--- src/rtl/systolic_controller_pkg.sv ---
// rtl/systolic_controller_pkg.sv - shared state encoding and array-size constants
package systolic_controller_pkg;

  typedef enum logic [2:0] {
    IDLE        = 3'd0,
    WEIGHT_LOAD = 3'd1,
    STREAM      = 3'd2,
    DRAIN       = 3'd3,
    DONE        = 3'd4
  } state_t;

  localparam int DEF_ARRAY_HEIGHT = 4;
  localparam int DEF_ARRAY_WIDTH  = 4;
  localparam int DEF_COUNT_WIDTH  = 16;
  localparam int DEF_WADDR_WIDTH  = 2;

  function automatic int array_latency(input int h, input int w);
    return h + w - 1;
  endfunction

  localparam int ARRAY_LATENCY = array_latency(DEF_ARRAY_HEIGHT, DEF_ARRAY_WIDTH);

endpackage

--- src/rtl/systolic_controller_stall_gated_counter.sv ---
// rtl/systolic_controller_stall_gated_counter.sv - loadable up-counter with enable and terminal flag
module stall_gated_counter #(
  parameter int WIDTH = 8
) (
  input  logic             clk,
  input  logic             rst_n,
  input  logic             i_load,
  input  logic [WIDTH-1:0] i_load_val,
  input  logic             i_en,
  input  logic [WIDTH-1:0] i_terminal,
  output logic [WIDTH-1:0] o_count,
  output logic             o_tc
);

  logic [WIDTH-1:0] r_count;

  // Load has priority so a clear can coincide with the final increment.
  always_ff @(posedge clk or negedge rst_n) begin
    if (!rst_n) begin
      r_count <= '0;
    end else if (i_load) begin
      r_count <= i_load_val;
    end else if (i_en) begin
      r_count <= r_count + WIDTH'(1);
    end
  end

  assign o_count = r_count;
  assign o_tc    = (r_count == i_terminal);

endmodule

--- src/rtl/systolic_controller.sv ---
// rtl/systolic_controller.sv - sequences weight load, ifmap streaming and ofmap writes for one pass
module systolic_controller
  import systolic_controller_pkg::*;
#(
  parameter int ARRAY_HEIGHT = DEF_ARRAY_HEIGHT,
  parameter int ARRAY_WIDTH  = DEF_ARRAY_WIDTH,
  parameter int COUNT_WIDTH  = DEF_COUNT_WIDTH,
  parameter int WADDR_WIDTH  = DEF_WADDR_WIDTH
) (
  input  logic                   clk,
  input  logic                   rst_n,
  input  logic                   start,
  input  logic [COUNT_WIDTH-1:0] num_vectors,
  input  logic                   stall,
  output logic                   busy,
  output logic                   done,
  output logic                   weight_rd_en,
  output logic [WADDR_WIDTH-1:0] weight_rd_addr,
  output logic                   weight_write_enable,
  output logic                   ifmap_rd_en,
  output logic [COUNT_WIDTH-1:0] ifmap_rd_addr,
  output logic                   enable,
  output logic                   ofmap_wr_en,
  output logic [COUNT_WIDTH-1:0] ofmap_wr_addr
);

  localparam int WCW = WADDR_WIDTH + 1;
  localparam int CW1 = COUNT_WIDTH + 1;
  localparam logic [WCW-1:0] W_LAST = WCW'(ARRAY_HEIGHT);
  localparam logic [CW1-1:0] LAT_C  = CW1'(array_latency(ARRAY_HEIGHT, ARRAY_WIDTH));

  state_t                 r_state;
  logic [COUNT_WIDTH-1:0] r_num;
  logic                   r_busy;
  logic                   r_done;
  logic                   r_weight_rd_en;
  logic                   r_weight_we;
  logic [COUNT_WIDTH-1:0] r_ofmap_addr;

  logic                   w_start_ok;
  logic                   w_enable;
  logic                   w_ifmap_rd;
  logic                   w_ofmap_wr;
  logic [WCW-1:0]         w_wrow;
  logic                   w_wrow_tc;
  logic [COUNT_WIDTH-1:0] w_iaddr;
  logic                   w_iaddr_tc;
  logic [CW1-1:0]         w_cyc;
  logic                   w_cyc_tc;
  logic [CW1-1:0]         w_num_ext;

  assign w_start_ok = (r_state == IDLE) && start;
  assign w_num_ext  = {1'b0, r_num};
  assign w_enable   = ((r_state == STREAM) || (r_state == DRAIN)) && !stall;
  assign w_ifmap_rd = (r_state == STREAM) && !stall;
  // Results emerge L enabled cycles after their vector entered, one cycle after the read.
  assign w_ofmap_wr = w_enable && (w_cyc > LAT_C) && (w_cyc <= w_num_ext + LAT_C);

  stall_gated_counter #(.WIDTH(WCW)) u_weight_row (
    .clk        (clk),
    .rst_n      (rst_n),
    .i_load     (w_start_ok || ((r_state == WEIGHT_LOAD) && w_wrow_tc)),
    .i_load_val ('0),
    .i_en       (r_state == WEIGHT_LOAD),
    .i_terminal (W_LAST),
    .o_count    (w_wrow),
    .o_tc       (w_wrow_tc)
  );

  stall_gated_counter #(.WIDTH(COUNT_WIDTH)) u_ifmap_addr (
    .clk        (clk),
    .rst_n      (rst_n),
    .i_load     (w_start_ok || (w_ifmap_rd && w_iaddr_tc)),
    .i_load_val ('0),
    .i_en       (w_ifmap_rd),
    .i_terminal (r_num - COUNT_WIDTH'(1)),
    .o_count    (w_iaddr),
    .o_tc       (w_iaddr_tc)
  );

  // One bit wider than the vector count so N + L never wraps.
  stall_gated_counter #(.WIDTH(CW1)) u_enabled_cycles (
    .clk        (clk),
    .rst_n      (rst_n),
    .i_load     (w_start_ok),
    .i_load_val ('0),
    .i_en       (w_enable),
    .i_terminal (w_num_ext + LAT_C),
    .o_count    (w_cyc),
    .o_tc       (w_cyc_tc)
  );

  always_ff @(posedge clk or negedge rst_n) begin
    if (!rst_n) begin
      r_state        <= IDLE;
      r_num          <= '0;
      r_busy         <= 1'b0;
      r_done         <= 1'b0;
      r_weight_rd_en <= 1'b0;
      r_weight_we    <= 1'b0;
      r_ofmap_addr   <= '0;
    end else begin
      r_done <= 1'b0;
      case (r_state)
        IDLE: begin
          if (start) begin
            r_busy <= 1'b1;
            if (num_vectors != '0) begin
              r_num          <= num_vectors;
              r_weight_rd_en <= 1'b1;
              r_state        <= WEIGHT_LOAD;
            end else begin
              r_done  <= 1'b1;
              r_state <= DONE;
            end
          end
        end
        WEIGHT_LOAD: begin
          r_weight_rd_en <= (w_wrow + WCW'(1)) < W_LAST;
          r_weight_we    <= !w_wrow_tc;
          if (w_wrow_tc) r_state <= STREAM;
        end
        STREAM: begin
          if (w_ifmap_rd && w_iaddr_tc) r_state <= DRAIN;
        end
        DRAIN: begin
          if (w_enable && w_cyc_tc) begin
            r_done  <= 1'b1;
            r_state <= DONE;
          end
        end
        DONE: begin
          r_busy  <= 1'b0;
          r_state <= IDLE;
        end
        default: r_state <= IDLE;
      endcase
      if (w_ofmap_wr) begin
        r_ofmap_addr <= r_ofmap_addr + COUNT_WIDTH'(1);
      end else if (w_start_ok) begin
        r_ofmap_addr <= '0;
      end
    end
  end

  assign busy                = r_busy;
  assign done                = r_done;
  assign weight_rd_en        = r_weight_rd_en;
  assign weight_rd_addr      = w_wrow[WADDR_WIDTH-1:0];
  assign weight_write_enable = r_weight_we;
  assign ifmap_rd_en         = w_ifmap_rd;
  assign ifmap_rd_addr       = w_iaddr;
  assign enable              = w_enable;
  assign ofmap_wr_en         = w_ofmap_wr;
  assign ofmap_wr_addr       = r_ofmap_addr;

endmodule

--- config.mk ---
export PLATFORM = sky130hd
export DESIGN_NAME = systolic_controller
export DESIGN_NICKNAME = d
export VERILOG_FILES = /design/src/rtl/systolic_controller_pkg.sv /design/src/rtl/systolic_controller_stall_gated_counter.sv /design/src/rtl/systolic_controller.sv
export SDC_FILE = /design/constraint.sdc
export NUM_CORES = 1
export LEC_CHECK = 0
export ABC_AREA = 1
export CAP_MARGIN = 10
export CORE_UTILIZATION = 50
export CTS_BUF_LIST = sky130_fd_sc_hd__clkbuf_4 sky130_fd_sc_hd__clkbuf_8
export DETAILED_ROUTE_END_ITERATION = 12
export GPL_ROUTABILITY_DRIVEN = 0
export GPL_TIMING_DRIVEN = 0
export PLACE_DENSITY = 0.75
export SLEW_MARGIN = 10
export SYNTH_ARGS = -nofsm -noshare
export SYNTH_HDL_FRONTEND = slang
export SYNTH_SLANG_ARGS = --single-unit
--- constraint.sdc ---
create_clock -name clk -period 4.79 [get_ports clk]
set_input_delay 0.958 -clock clk [delete_from_list [all_inputs] [get_ports clk]]
set_output_delay 0.958 -clock clk [all_outputs]
set_load 0.005 [all_outputs]
### After elaboration in Yosys (flattened, before gate mapping)

Cells that the tools add are included.

| storage, ports and cells | value |
|---|---|
| bits in read-only memories | 0 |
| register bits after elaboration | 75 |
| memory bits (writable) | 0 |
| latch bits | 0 |
| logic and storage cells | 79 |
| output and inout bits | 41 |
| input bits | 20 |
| memories kept | 0 |

| operators by class | value |
|---|---|
| reductions and logical operators | 25 |
| equality and inequality tests | 12 |
| shift-type cells | 0 |
| $lt $le $gt $ge | 3 |
| multipliers | 0 |
| muxes and demuxes | 23 |
| divide/modulo/power cells | 0 |
| add/subtract/negate cells | 6 |
| bitwise gates (word level) | 0 |

Operators by type and width:

| cell | number |
|---|---|
| 16-bit 2-to-1 mux | 4 |
| 17-bit 2-to-1 mux | 2 |
| 16-bit by 1-bit adder with 16-bit output (second input constant) | 2 |
| 3-bit 2-to-1 mux | 7 |
| 16-bit by 3-bit adder with 17-bit output (second input constant) | 1 |
| 17-bit by 1-bit adder with 17-bit output (second input constant) | 1 |
| 17-bit == test | 1 |
| 17-bit by 3-bit greater-than comparator with 1-bit output (second input constant) | 1 |
| 17-bit <= comparator | 1 |
| 16-bit == test | 1 |
| 16-bit nonzero test | 1 |
| 16-bit by 1-bit subtractor with 16-bit output (second input constant) | 1 |
| 3-bit one-hot mux with 4 select lines | 1 |
| 2-bit nonzero test | 6 |
| 1-bit logical AND | 8 |
| 3-bit by 2-bit == test with 1-bit output (second input constant) | 2 |
| 3-bit == test (second input constant) | 2 |
| 1-bit 2-to-1 mux | 6 |
| 2-bit by 1-bit != test with 1-bit output (second input constant) | 3 |
| 1-bit one-hot mux with 2 select lines | 3 |
| 3-bit AND reduction | 2 |
| 2-bit != test (second input constant) | 2 |
| 4-bit AND reduction | 1 |
| 3-bit by 1-bit adder with 3-bit output (second input constant) | 1 |
| other kinds (6) | 9 |

### Depth between registers and ports, before layout

| logic depth | value |
|---|---|
| depth after elaboration | 6 |
| gate-level depth with buffers | 22 |
| gate-level depth less buffers | 21 |

### Cells and area by module

A second synthesis with hierarchy kept.

| second synthesis, totals | value |
|---|---|
| cells, all modules | 853 |
| area, all modules | 5,965.7 µm² |

Modules (own cells, without submodules):

| module | cells each | times used | area each (µm²) | seq. area each (µm²) |
|---|---|---|---|---|
| systolic_controller | 431 | 1 | 3,084.2 | 975.9 |
| stall_gated_counter (u_enabled_cycles) | 212 | 1 | 1,387.6 | 425.4 |
| stall_gated_counter (u_ifmap_addr) | 181 | 1 | 1,291.2 | 400.4 |
| stall_gated_counter (u_weight_row) | 29 | 1 | 202.7 | 75.1 |

### Worst setup path after synthesis

Ideal clock, no wire load.

| timing | value |
|---|---|
| path type | reg-to-output |
| start point | reg r_num[0] |
| end point | out ofmap_wr_en |
| path slack | 0.992 ns |
| arrival time | 2.840 ns |
| cell stages (with the launch flop) | 20 |
| buffers on the path | 1 |
| data required time | 3.832 ns |
| cell sequence | dfrtp_1 inv_1 ha_1 nand2_1 nand4_1 nor2_1 nand3_1 nor3_1 nand3_1 nand3b_1 ha_1 nand2_1 nor2_1 and3_1 nand4_1 nand3_1 nand2_1 nand2_1 buf_2 inv_1 |

| between the ends | value |
|---|---|
| word-level cells in the longest chain between the ends | 3 |

Ends and longest elaborated chain:

| what | RTL line | source |
|---|---|---|
| start, declared | systolic_controller.sv:33 | `logic [COUNT_WIDTH-1:0] r_num;` |
| start signal, assigned | systolic_controller.sv:109 | `r_num <= num_vectors;` |
| 16-bit by 3-bit adder with 17-bit output | systolic_controller.sv:57 | `assign w_ofmap_wr = w_enable && (w_cyc > LAT_C) && (w_cyc <= w_num_ext + LAT_C);` |
| 17-bit <= comparator | systolic_controller.sv:57 |  |
| 1-bit logical AND | systolic_controller.sv:57 |  |
| end, declared | systolic_controller.sv:23 | `output logic ofmap_wr_en,` |

No other way between the ends.

### Worst setup path in the final report

Same ends and word-level chain as after synthesis.

==> impl_metrics.toml <==
[outcome]
status = "complete, no violations"

[yosys]
ys_types = 43
synth_edf_count = 0
synth_fp_nets = 762
ys_flop_type = "dfrtp_1"
netlist_area_mm2 = 0.00525
synth-seq-area-share_pct = 35.7
flops_latches_synth = 75
avgSynthCellArea_um2 = 7.30
ffs_w_async_s_r_synth_pct = 100
synth_warnings = 0
gate_count_post_synth = 719

[place]
place.detailed.instances = 916
io_buffers = 60
hpwl_mm = 10.2

[clocking]
insertion_delay_ns = 0.36
clkTransAtPathRegs_ns = 0.08
cts-root-buf = "clkbuf_8"
cts_tree = "done"
clkSinkCount = 75
cts_buffer_depth = 2
total_cts_buffers = 9
cts_hold_buffers = 0
htree_num_levels = 3

[grt]
grt_overflow = 0
grt_antenna_before_repair = 0
first_pass_grt_wire_length_mm = 23.0
grt_max_degree = 49
gr-usage-all-layers_pct = 26.1
vias_in_the_first_global_route = 4851

[route]
avgRoutedWirePerCell_um = 14.3
vias = 5055
route.final.wire_length_mm = 13.5
drcViolationCount = 0
antenna_violating_nets_post_route = 0
via_per_inst = 5.37
drt_pre_antenna_iters = 5
first_iter_violations = 275

[worst_setup_path]
critPathMaxStageDelay_ns = 0.36
critical-path-slowest-cell = "dfrtp_1"
critical_path_buf_inv_count = 4
setup.worst_path.start_class = "flop"
critPathCaptureType = "output port"
wp_data_required_ns = 3.83
path_cells = "inv_2 > ha_2 > nand2_2 > nand4_1 > nor2_2 > nand3_2 > nor3_1 > nand3_1 > nand3b_1 > ha_4 > nand2_1 > nor2_4 > and3_4 > nand4_1 > nand3_1 > nand2_2 > nand2_1 > buf_6 > inv_2 > dlygate4sd2_1"
path_delay_family = "simple AND/OR/NAND/NOR gates"
critical_path_class = "flop to output port"
worst_r2r_path_depth = 21
critical_path_depth = 20
critPathMaxFanout = 7
worst-endpoint-arrival_ns = 3.62

[die]
io_pins = 61
floorplan.core_area_mm2 = 0.0102
dieHeight_um = 104
floorplan.die.width_um = 104
core.rowCount = 37
starting_density_of_the_core_pct = 51.3
area_of_the_die_mm2 = 0.0109

[final_layout]
final_net_count = 843
nFillCells = 926
final_cell_mix = "156 x nand2_1, 91 x inv_1, 74 x dfrtp_1"
final_std_cells_w_o_fill = 941
antenna-diode-count = 0
fraction_of_final_layout_cells_with_drive_strength_greater_than_1_pct = 11.6
layout.cells.most_common = "nand2_1"
area_growth_pct = 21.4
postLayoutCoreUtil_pct = 62.3

[sta]
fin_skew_ns = 0.0126
final_period_minus_worst_setup_slack_ns = 4.58
max_clock_freq_mhz = 218
worstMarginPinSlew_ns = 0.579
max-slew-margin-rel_pct = 61.4
finalHoldViolCount = 0
setup_viol_count_final = 0
timing.final.crit_share_pct = 95.6
final-max-slew-violation-count = 0
fin_setup_tns_ns = 0

[min_path]
min_path_type = "input port to asynchronous set/reset pin"

[power_and_ir_drop]
ir_drop_v = 0.000306
power_density_mw_per_mm2 = 480
post-layout-total-power_w = 0.00306
power.leakage_nw = 2.95

[job]
timing.max_cap.violations = 0
==> cell families (layout without fill, tap and decap cells) <==
kind of cell	Yosys count	count (layout)	synth area share [%]
AOI/OAI and AO/OA	90	90	9.08
xor gates and xnor gates	34	34	5.67
adders and majority gates	23	23	5.48
buffers and inverters	119	205	9.10
DFF	75	75	35.7
muxes	3	3	0.643
and+or+nand+nor	375	375	34.3
==> through the flow <==
step	area (um^2)	hold slack, ns	worst slack (ns)
finish	6380	0.507	0.209
detailed placement	6050	0.475	-0.0925
global route	6380	0.525	-0.0351
CTS	6310	0.499	0.0914
floorplan	5250	0.473	0.992
global placement	6020	0.472	0.0115
==> what timing repair did <==
item	CTS	global route
setup endpoints to repair	1	1
pin swaps	3	4
buffers inserted	3	6
gates resized for setup	11	5
==> state kept, by name (all words and copies together) (netlist names) <==
register,flops
busy,1
u_weight_row.o_count,3
u_ifmap_addr.o_count,16
weight_write_enable,1
ofmap_wr_addr,16
done,1
weight_rd_en,1
r_num,16
r_state,3
u_enabled_cycles.o_count,17
==> metal layers <==
layer | GRT usage (%) | part of all wire, % | vias up
li1 | - | - | 2513
met1 | 34.8 | 46 | 2355
met2 | 43.2 | 47 | 166
met3 | 3.63 | 5.2 | 21
met4 | 9.39 | 1.8 | 0
met5 | 0 | 0 | -
==> worst paths after layout <==
check                                         start             endpoint  slack, ns
min in group clk                weight_write_enable  weight_write_enable       0.51
worst min register to register  weight_write_enable  weight_write_enable       0.51
worst max-delay path                       r_num[0]          ofmap_wr_en       0.21
worst max register to register             r_num[0]     ofmap_wr_addr[1]       1.35
worst min-delay path                          rst_n            r_num[13]       0.51
max in group asynchronous                     rst_n             r_num[0]       3.69
==> report_power, final <==
part	internal (W)	total, W	leakage (nW)	switching [W]
combinational	0.000627	0.00156	1.87	0.000934
clock	0.000282	0.000529	0.108	0.000247
sequential	0.000790	0.000969	0.971	0.000179
total	0.00170	0.00306	2.95	0.00136
==> synth_stat cells (2+ instances only) <==
| master | number | area, um^2 |
|---|---|---|
| buf_2 | 8 | 40.0 |
| nor2_8 | 2 | 40.0 |
| dfrtp_1 | 75 | 1880 |
| mux2_2 | 3 | 33.8 |
| nor4_1 | 10 | 62.6 |
| nand4_1 | 20 | 125 |
| nor2_4 | 7 | 78.8 |
| nor3_1 | 24 | 120 |
| inv_1 | 93 | 349 |
| clkbuf_1 | 5 | 18.8 |
| buf_4 | 3 | 22.5 |
| nor2_1 | 69 | 259 |
| nor3_2 | 4 | 40.0 |
| nand3_2 | 3 | 30.0 |
| a211oi_1 | 2 | 15.0 |
| nand2_2 | 3 | 18.8 |
| or2_2 | 2 | 12.5 |
| inv_2 | 6 | 22.5 |
| xnor2_1 | 10 | 87.6 |
| o21ai_1 | 3 | 15.0 |
| nand2_4 | 3 | 33.8 |
| nand3b_1 | 6 | 45.0 |
| nor2_2 | 8 | 50.1 |
| nand2_1 | 158 | 593 |
| xor2_1 | 24 | 210 |
| nand3_1 | 50 | 250 |
| and3_1 | 4 | 25.0 |
| a21oi_1 | 42 | 210 |
| o21ai_0 | 36 | 180 |
| ha_1 | 23 | 288 |
==> final cells by class <==
class                           count  area (um^2)  area share, %
Multi-Input combinational cell    525         2940           46.1
Sequential cell                    75         1880           29.5
Timing Repair Buffer               70          692           10.9
Inverter                          101          382           5.99
Tap cell                          136          170           2.67
Clock buffer                       12          165           2.59
Buffer                             18          103           1.61
Clock inverter                      4         47.5          0.746
Note: power is estimated with default switching activity, not from simulation.
==> RTL change 1, RTL diff (config.mk and constraints unchanged) <==
Change the package constant `DEF_COUNT_WIDTH` from 16 to 14.
--- a/src/rtl/systolic_controller_pkg.sv
+++ b/src/rtl/systolic_controller_pkg.sv
@@ -13,3 +13,3 @@
   localparam int DEF_ARRAY_WIDTH  = 4;
-  localparam int DEF_COUNT_WIDTH  = 16;
+  localparam int DEF_COUNT_WIDTH  = 14;
   localparam int DEF_WADDR_WIDTH  = 2;
Interface: changed (resized ifmap_rd_addr, num_vectors and ofmap_wr_addr); port bits go from 61 to 55. No check against the original RTL was run, so the function may have changed too.
==> RTL change 1 against the unedited design <==
Clock skew is 0.0031 ns higher. Final area shrank 13%. Routed wire length down 19%. Synthesized area decreased by 14%. Total power is 17% lower. Non-clock buffer count fell by 15. Setup slack got worse by 0.018 ns. Largest cell class unchanged. Sequential cell count is 8 lower.
==> RTL change 1: results (changes against the unedited design) <==
| Metric | Value |
|---|---|
| Status | `finished clean` |
| Crit Path Category | `flop to primary output` |
| CTS Buf Count | `9 (unchanged)` |
| Top cells by area, synth | `dfrtp_1, nand2_1, ha_1` |
| NetSw | `1070 uW (-21%)` |
| Worst R2R Start | `r_num[1]` |
| Rel. slew slack | `0.638 (+0.0240)` |
| First-pass GRT wire length | `18700 um (-18%)` |
| Worst skew pair latency | `0.37 ns` |
| Clk slew on worst S/H paths | `~0.09 ns` |
| Met2 routed WL | `5080 um (-20%)` |
| HPWL after detailed placement | `7940 um (-22%)` |
| Worst Skew | `0.0157 ns (+0.00311 ns)` |
| N_diodes | `0 (unchanged)` |
| Largest net degree at the start of global routing | `63 (+29%)` |
| Pleak | `0.00249 uW (-16%)` |
| Yosys warns | `0 (unchanged)` |
| Met3 routed WL | `413 um (-40%)` |
| DR iter-0 viols | `217 (-21%)` |
| Synth top cells by count | `nand2_1, inv_1, dfrtp_1, nor2_1, nand3_1` |
| Filler instances | `779 (-16%)` |
| H-tree levels | `3 (unchanged)` |
| Cell variety after synth | `33 (-23%)` |
| Initial antenna violation count | `0 (unchanged)` |
| CP arrival | `3.64 ns (+0.02 ns)` |
| Crit Path Max Fanout | `7 (unchanged)` |
| Vias | `4148 (-18%)` |
| Post-synth EDFFs | `0 (unchanged)` |
| CTS root buf | `clkbuf_8` |
| Post-Syn Nets | `632 (-17%)` |
| DR top layer | `met4` |
| Max reg flops | `15 (-2)` |
| IO Port Bufs | `54 (-10%)` |
| Layout Nets | `701 (-17%)` |
| Sequential share of the synthesized area | `0.373 (+0.0155)` |
| CP max stage cell | `clkdlybuf4s50_1` |
| Critical Path Max Stage Delay | `0.49 ns (+0.13 ns)` |
| CP delay by family, top | `simple AND/OR/NAND/NOR gates` |
| Clock tree buffer depth | `2 (unchanged)` |
| Post-synth top flop | `dfrtp_1` |
| Min-delay worst type | `input port to asynchronous set/reset pin` |
| Post-synth ARST share | `1.00 (unchanged)` |
| TritonRoute pass-1 iters | `5 (unchanged)` |
| Vias per inst | `5.35 (-0.37%)` |
| GRT Overall Usage | `0.245 (-0.0158)` |
| Wire per inst | `14.0 um (-2.2%)` |
| M1 WL | `5180 um (-17%)` |
| Placed insts | `756 (-17%)` |
| Layout cells sized above 1 | `0.109 (-0.00608)` |
| R2R depth | `18 (-14%)` |
| Syn Area/Cell | `7.58 um2 (+3.8%)` |
| Worst vdd ir | `0.000260 V (-15%)` |
RTL change 1: cell types whose count changed after synthesis, moves of 5 or more:
cell	unedited run	this run
inv_1	93	69
nand2_1	158	119
nor3_1	24	13
xor2_1	24	29
dfrtp_1	75	67
a21oi_1	42	34
nand4_1	20	12
inv_2	6	0
RTL change 1: final cells by class:
cell class	instances	share of cell area
Clock inverter	7	0.0224
Sequential cell	67	0.304
Buffer	15	0.0175
Inverter	69	0.0474
Timing Repair Buffer	58	0.107
Multi-Input combinational cell	442	0.455
Tap cell	108	0.0245
Clock buffer	9	0.0224
RTL change 1: what timing repair did:
action	CTS	global route
resized for setup	6	7
endpoints found under the setup margin	1	1
setup buffers	2	1
hold buffers	0	0
pin swaps	0	3
RTL change 1: final timing paths:
kind | slack [ns] | end
hold reg to reg | 0.50 | weight_write_enable
max in group asynchronous | 3.88 | done
min in group clk | 0.50 | weight_write_enable
setup reg to reg | 1.50 | ofmap_wr_addr[11]
hold / removal | 0.39 | ofmap_wr_addr[10]
setup / recovery | 0.19 | ofmap_wr_en
RTL change 1: per-layer routing:
| metal | global-route usage | vias up |
|---|---|---|
| met4 | 0.0838 | 0 |
| met3 | 0.0390 | 15 |
| met2 | 0.399 | 106 |
| met5 | 0 | - |
| met1 | 0.333 | 1953 |
| li1 | - | 2074 |
RTL change 1: power groups by stage:
stage / Clock [uW] / Sequential, uW / Combinational (uW)
6_report: 606 / 807 / 1130
4_1_cts: 609 / 803 / 1100
2_1_floorplan: 0 / 789 / 777
3_5_place_dp: 0 / 814 / 1070
5_1_grt: 636 / 826 / 1280
3_3_place_gp: 0 / 810 / 1020
RTL change 1: stage by stage:
step / area (um2) / setup slack, ns
floorplan: 4500 / 1.04
global placement: 5170 / 0.0317
detailed placement: 5200 / -0.104
CTS: 5470 / 0.0731
global route: 5520 / 0.0125
finish: 5520 / 0.192
RTL change 1: cell families (layout without fill, tap and decap cells):
kind of cell | after synthesis | after routing | synth area share
xor gates and xnor gates | 38 | 38 | 0.0740
and+or+nand+nor | 306 | 306 | 0.326
buffers and inverters | 84 | 158 | 0.0790
adders and majority gates | 21 | 21 | 0.0584
DFF | 67 | 67 | 0.373
AOI/OAI and AO/OA | 77 | 77 | 0.0891
RTL change 1: worst register-to-register path: stages, from the launching register on:
cell,delay [ns]
dfrtp_1,0.40
inv_1,0.10
ha_4,0.21
a21oi_4,0.18
nand3_2,0.12
nor2_4,0.14
nand4_1,0.15
nor2_1,0.18
nand2_1,0.08
xor2_1,0.15
ha_1,0.30
nand4_1,0.14
or2_2,0.31
o21ai_1,0.13
nand2_1,0.10
nand3_4,0.11
buf_2,0.22
nand3_1,0.11
o21ai_0,0.09
==> RTL change 2, RTL diff (config.mk and constraints unchanged) <==
Made on the original files. Re-encode `state_t` (5 states) as one-hot, 5 bits wide.
--- a/src/rtl/systolic_controller_pkg.sv
+++ b/src/rtl/systolic_controller_pkg.sv
@@ -3,8 +3,8 @@
 
-  typedef enum logic [2:0] {
-    IDLE        = 3'd0,
-    WEIGHT_LOAD = 3'd1,
-    STREAM      = 3'd2,
-    DRAIN       = 3'd3,
-    DONE        = 3'd4
+  typedef enum logic [4:0] {
+    IDLE        = 5'b00001,
+    WEIGHT_LOAD = 5'b00010,
+    STREAM      = 5'b00100,
+    DRAIN       = 5'b01000,
+    DONE        = 5'b10000
   } state_t;
Function: no difference found for any inputs over 10 cycles, from zero or initial values and one cycle with rst_n low; not proved beyond that.
==> RTL change 2 against the unedited design <==
Count of clock-buffer cells in the layout down 2. Core utilization up 0.94 points. Synthesized area up 5.1%. Total power down 11%. Final cell count up 4.4%. Routed wire length up 8.7%. Final area up 4.3%. Setup slack worse by 0.032 ns. Combinational power down 13%. Sequential cell count up 2. Critical endpoint unchanged. Largest power group unchanged.
==> RTL change 2: results (changes against the unedited design) <==
| Metric | Value |
|---|---|
| Worst Skew | `0.0163 ns (+0.00365 ns)` |
| Met3 routed WL | `944 um (+36%)` |
| Post-synthesis compound-gate area fraction | `0.0689 (-0.0219)` |
| Terminus of the critical flop-to-flop path | `ofmap_wr_addr[9]` |
| Sequential share of the synthesized area | `0.349 (-0.00821)` |
| Met2 routed WL | `6650 um (+5.2%)` |
| Clock buffer count | `10 (-2)` |
| Largest net degree at the start of global routing | `48 (-2.0%)` |
| Final core utilization | `0.633 (+0.00936)` |
| HPWL after detailed placement | `10900 um (+7.4%)` |
| Top cells by area, synth | `dfrtp_1, nand2_1, inv_1` |
| DR iter-0 viols | `277 (+0.73%)` |
| Register area | `1930 um2 (+2.7%)` |
| Status | `finished clean` |
| Clk cell area share | `0.0282 (-0.00513)` |
| Multi-input gate share of total cell area | `0.480 (+0.0192)` |
| Vias per inst | `5.45 (+1.5%)` |
| GR Util met1 | `0.357 (+0.00900)` |
| CP arrival | `3.65 ns (+0.03 ns)` |
| Clk. pwr | `504 uW (-4.7%)` |
| PwrDens | `410 nW/um2 (-15%)` |
| Post-Synth XOR/XNOR Area | `0.0775 (+0.0208)` |
| Seq group | `859 uW (-11%)` |
| M1 WL | `6670 um (+7.3%)` |
| Post-Synth Adder-Cell Area | `0.0521 (-0.00268)` |
| Worst vdd ir | `0.000244 V (-20%)` |
| R2R depth | `20 (-4.8%)` |
| Vias in the first global route | `5004 (+3.2%)` |
| Layout cells sized above 1 | `0.115 (-0.000871)` |
| Buffering overhead | `0.119 (-0.00528)` |
| Flop2flop setup slack | `1.61 ns (+0.26 ns)` |
| Met2 GRT Util | `0.429 (-0.00239)` |
| Filler instances | `908 (-1.9%)` |
| Layout Nets | `886 (+5.1%)` |
| Pleak | `0.00322 uW (+9.0%)` |
| DRT Wirelength | `14700 um (+8.7%)` |
| #FFs+latches synth | `77 (+2.7%)` |
| Min-delay worst type | `flop to flop` |
-- RTL change 2: changes by cell type after synthesis, moves of 4 or more --
cell / before / now
nor3_1: 24 / 19
buf_2: 8 / 3
and3_1: 4 / 0
nor2_1: 69 / 81
nand2_1: 158 / 194
o31ai_1: 0 / 5
or2_2: 2 / 7
xor2_1: 24 / 38
nand3_1: 50 / 60
a21oi_1: 42 / 15
nand4_1: 20 / 29
nor3_2: 4 / 0
-- RTL change 2: worst max path at each step --
stage                   from  slack, ns  depth (start not counted)          endpoint
floorplan           r_num[0]       1.12                         17       ofmap_wr_en
global placement       rst_n      -0.04                          1  ofmap_wr_addr[0]
CTS                 r_num[0]      0.006                         18       ofmap_wr_en
global route        r_num[0]       0.02                         18       ofmap_wr_en
finish              r_num[0]       0.18                         19       ofmap_wr_en
detailed placement  r_num[0]       0.06                         19       ofmap_wr_en
-- RTL change 2: what timing repair did --
action	in CTS	in global routing
pin swaps	5	10
endpoints found under the setup margin	1	1
resized for setup	9	11
setup buffers	4	3
